--- src/rtl/bit_stuffer.sv ---
// USB-style bit stuffer: inserts a 0 after every RUN_LEN consecutive 1s in the
// serial packet coming from the CRC stage. It passes bits straight through, so
// there is no added latency. Upstream is stalled for one cycle per stuffed bit.
module bit_stuffer #(
  parameter int RUN_LEN = 6,   // legal range 2..15
  parameter int CNT_W   = 8
) (
  input  logic             clk,
  input  logic             rst_L,
  input  logic             inb,
  input  logic             recving,
  input  logic             pause_out,
  output logic             pause_in,
  output logic             outb,
  output logic             sending,
  output logic [CNT_W-1:0] stuff_count
);

  localparam logic [1:0] IDLE  = 2'd0;
  localparam logic [1:0] PASS  = 2'd1;
  localparam logic [1:0] STUFF = 2'd2;

  localparam logic [3:0]       RUN_MAX = 4'(RUN_LEN - 1);
  localparam logic [CNT_W-1:0] CNT_SAT = {CNT_W{1'b1}};

  logic [1:0]       state_q, state_d;
  logic [3:0]       ones_q, ones_d;
  logic [CNT_W-1:0] cnt_q, cnt_d;
  logic [3:0]       ones_eff;

  assign stuff_count = cnt_q;

  // Output decode. Outputs are forced low while reset is held, so a reset
  // landing on a live packet silences the line immediately.
  always_comb begin
    outb     = 1'b0;
    sending  = 1'b0;
    pause_in = pause_out;
    case (state_q)
      IDLE:  if (recving) begin
               outb    = inb;
               sending = 1'b1;
             end
      PASS:  begin
               outb    = inb;
               sending = recving;
             end
      STUFF: begin
               outb     = 1'b0;
               sending  = 1'b1;
               pause_in = 1'b1;
             end
      default: ;
    endcase
    if (!rst_L) begin
      outb     = 1'b0;
      sending  = 1'b0;
      pause_in = 1'b0;
    end
  end

  // Next-state logic. IDLE with recving behaves like PASS with a fresh run,
  // so the first bit of a packet is never lost.
  always_comb begin
    state_d  = state_q;
    ones_d   = ones_q;
    cnt_d    = cnt_q;
    ones_eff = (state_q == IDLE) ? 4'd0 : ones_q;
    if (!pause_out) begin
      case (state_q)
        IDLE, PASS: begin
          if (state_q == IDLE && recving) cnt_d = '0;
          if (!recving) begin
            state_d = IDLE;
            ones_d  = 4'd0;
          end else if (!inb) begin
            state_d = PASS;
            ones_d  = 4'd0;
          end else if (ones_eff == RUN_MAX) begin
            state_d = STUFF;
            ones_d  = 4'd0;
          end else begin
            state_d = PASS;
            ones_d  = ones_eff + 4'd1;
          end
        end
        STUFF: begin
          // The stuffed 0 restarts the run; upstream held its bit meanwhile.
          if (cnt_q != CNT_SAT) cnt_d = cnt_q + CNT_W'(1);
          ones_d  = 4'd0;
          state_d = recving ? PASS : IDLE;
        end
        default: begin
          state_d = IDLE;
          ones_d  = 4'd0;
        end
      endcase
    end
  end

  // State registers.
  always_ff @(posedge clk or negedge rst_L) begin
    if (!rst_L) begin
      state_q <= IDLE;
      ones_q  <= 4'd0;
      cnt_q   <= '0;
    end else begin
      state_q <= state_d;
      ones_q  <= ones_d;
      cnt_q   <= cnt_d;
    end
  end

endmodule

--- config.mk ---
export PLATFORM = sky130hd
export DESIGN_NAME = bit_stuffer
export DESIGN_NICKNAME = d
export VERILOG_FILES = /design/src/rtl/bit_stuffer.sv
export SDC_FILE = /design/constraint.sdc
export NUM_CORES = 1
export LEC_CHECK = 0
export ABC_AREA = 1
export CORE_MARGIN = 2
export CORE_UTILIZATION = 37
export DETAILED_ROUTE_END_ITERATION = 16
export HOLD_SLACK_MARGIN = 0.03
export SETUP_SLACK_MARGIN = 0.05
export SLEW_MARGIN = 20
export SYNTH_ARGS = -nofsm -noshare
export SYNTH_HDL_FRONTEND = slang
export SYNTH_SLANG_ARGS = --single-unit
--- constraint.sdc ---
create_clock -name clk -period 1.8 [get_ports clk]
set_clock_uncertainty 0.15 [all_clocks]
set_input_delay 0.36 -clock clk [delete_from_list [all_inputs] [get_ports clk]]
set_output_delay 0.36 -clock clk [all_outputs]
set_load 0.03 [all_outputs]
==> impl_metrics.py <==
metrics = {
    "finish": {
        "num_antenna_cells": 0,
        "syn2layout_area_growth_pct": 37.9,
        "final_common_cell": "nand2_1",
        "final_cell_mix": "nand2_1, buf_4, dfrtp_1",
        "drive_above_1_share_pct": 28.4,
        "final_nets": 163,
    },
    "yosys": {
        "async_flop_share_pct": 100,
        "synth_edf_count": 0,
        "postSynthCellCount": 120,
        "ys_types": 21,
        "ys_ff_latch": 14,
        "synth_fp_nets": 127,
        "ys.flop_type": "dfrtp_1",
        "syn-mean-instance-area_um2": 7.42,
        "yosysWarnings": 0,
        "netlist_area_um2": 891,
        "ys_seq_area_share_pct": 39.3,
    },
    "floorplanning": {
        "initial_core_util_pct": 39.5,
        "die_area_um2": 2820,
        "die_width_um": 53.1,
        "rows": 17,
        "die_h_um": 53.1,
        "core_um2": 2250,
        "io_pins": 16,
    },
    "detailed_routing": {
        "vias": 865,
        "drc": 0,
        "routed_wl_um": 1970,
        "post_drt_via_cell_ratio": 4.73,
        "antenna_left": 0,
        "routedWlPerCell_um": 10.8,
        "drt_pre_antenna_iters": 4,
        "drt_first_iter_violations": 33,
    },
    "global_routing": {
        "grt_start_max_net_pins": 15,
        "antenna_found_initial": 0,
        "grt-ovfl-total": 0,
        "grt_pass1_wl_um": 3240,
        "grt_usage_pct": 16.2,
        "grt_pass1_vias": 809,
    },
    "sta": {
        "setup_viol": 0,
        "fmax_mhz": 580,
        "period_minus_slack_ps": 1720,
        "tightest_slew_ps": 316,
        "hold_viol": 0,
        "fin_ws_ps": 75.1,
        "grt_setup_unrepaired": "true",
        "period_share_pct": 95.8,
        "timing_max_transition_violations_final": 0,
        "timing.slew.headroom_pct": 78.8,
    },
    "worst_hold_path": {
        "hp-class": "primary input to async pin",
    },
    "worst_setup_path": {
        "required_ps": 1290,
        "cp_slowest_cell": "dfrtp_1",
        "critPathKind": "register to primary output",
        "cp_max_fo": 3,
        "cpPeakStageDelay_ps": 420,
        "path_buf_inv": 2,
        "end_kind": "primary output",
        "start_kind": "register",
        "worstPathArrival_ps": 1210,
        "reg2reg_depth": 9,
        "path_cells": "buf_4 -> nand2_2 -> nand2_1 -> nor2_1 -> buf_4",
        "path_depth": 5,
        "crit_family": "flip-flops",
        "crit_path_frequent_cell": "buf_4",
    },
    "placed_design": {
        "dp_worst_setup_slack_ps": -65.6,
        "gp_congestion": 0.819,
        "hpwl_um": 1430,
        "numPortBuffers": 15,
    },
    "run": {
        "cap_viol_max_count": 0,
    },
    "pwr": {
        "leakagePower_nw": 0.624,
        "vdd_ir_drop_max_mv": 0.386,
        "p_per_area_nw_per_um2": 534,
        "finalPower_mw": 0.656,
    },
    "clock_tree": {
        "htree_levels": 1,
        "cts-root-buf": "clkbuf_4",
        "clkTransAtPathRegs_ps": 90,
        "cts.sinks": 14,
        "cts_buffers": 3,
        "cts_tree": "done",
        "clock_latency_ps": 290,
        "clk_path_buf_depth": 2,
    },
    "status": {
        "status": "completed",
    },
}
routing by layer:
metal | up-vias | routed length (µm) | global-route usage (%) | part of all wire [%]
met5 | - | 0 | 0 | 0
li1 | 464 | - | - | -
met1 | 377 | 905 | 17.9 | 46
met4 | 0 | 32 | 7.26 | 1.6
met3 | 5 | 100 | 6.21 | 5.1
met2 | 19 | 930 | 27.5 | 47
registers in the layout (all words and copies together) (netlist names):
register	cells
stuff_count	8
state_q	2
ones_q	4
power breakdown:
part | total, mW | switching, mW | internal [mW]
sequential | 0.323 | 0.00416 | 0.319
combinational | 0.0961 | 0.0555 | 0.0406
clock | 0.237 | 0.114 | 0.123
area by class of cell:
| class | instances | area (µm²) |
|---|---|---|
| Clock buffer | 4 | 36.3 |
| Fill cell | 219 | 1030 |
| Inverter | 17 | 63.8 |
| Multi-Input combinational cell | 88 | 480 |
| Sequential cell | 14 | 350 |
| Tap cell | 28 | 35.0 |
| Timing Repair Buffer | 32 | 263 |
path summary, 6_finish.rpt:
path | end | slack (ps) | startpoint
worst max-delay path | sending | 80 | state_q[1]
worst min-delay path | stuff_count[6] | 50 | rst_L
worst max register to register | ones_q[1] | 140 | state_q[1]
worst min register to register | ones_q[2] | 420 | ones_q[2]
max in group asynchronous | stuff_count[4] | 780 | rst_L
min in group clk | state_q[1] | 410 | inb
repair_timing:
item | in CTS | in global routing
buffers inserted | 1 | 6
endpoints found under the hold margin | 3 | 0
endpoints found under the setup margin | 11 | 2
gates resized for setup | 12 | 5
pin swaps | 0 | 2
hold buffers | 1 | 0
cells by family (layout without fill, tap and decap cells):
logic type               count (synthesis)  after routing  synth area share [%]
XOR/XNOR                                 3              3                  2.95
buffers and inverters                   18             53                  8.85
AND/OR/NAND/NOR                         67             67                  34.1
AO/OA/AOI/OAI                           16             16                  11.9
adder cells (fa/ha/maj)                  2              2                  2.81
flip-flops                              14             14                  39.3
synthesized netlist by cell type, types with 2 or more instances:
cell type	count	area [µm²]
nand3_2	2	20.0
nand4_1	4	25.0
nand2_1	36	135
nand3_1	9	45.0
inv_2	4	15.0
o21ai_2	5	43.8
nor2_1	12	45.0
o21ai_1	6	30.0
inv_1	13	48.8
xor2_1	3	26.3
o22ai_1	2	12.5
ha_1	2	25.0
dfrtp_1	14	350
per-stage QoR:
| stage | hold WS [ps] | std cells | setup TNS (ps) | cell area (µm²) | util [%] |
|---|---|---|---|---|---|
| 4_1_cts | 53.9 | 177 | 0 | 1170 | 51.9 |
| 6_report | 48.2 | 183 | 0 | 1230 | 54.5 |
| 5_1_grt | 59.0 | 183 | -4.75 | 1230 | 54.5 |
| 3_3_place_gp | 398 | 171 | -178 | 1130 | 49.9 |
| 3_5_place_dp | 402 | 171 | -130 | 1130 | 49.9 |
| 2_1_floorplan | -85.6 | 120 | 0 | 896 | - |
No activity file was read; power rests on OpenSTA's default activity.
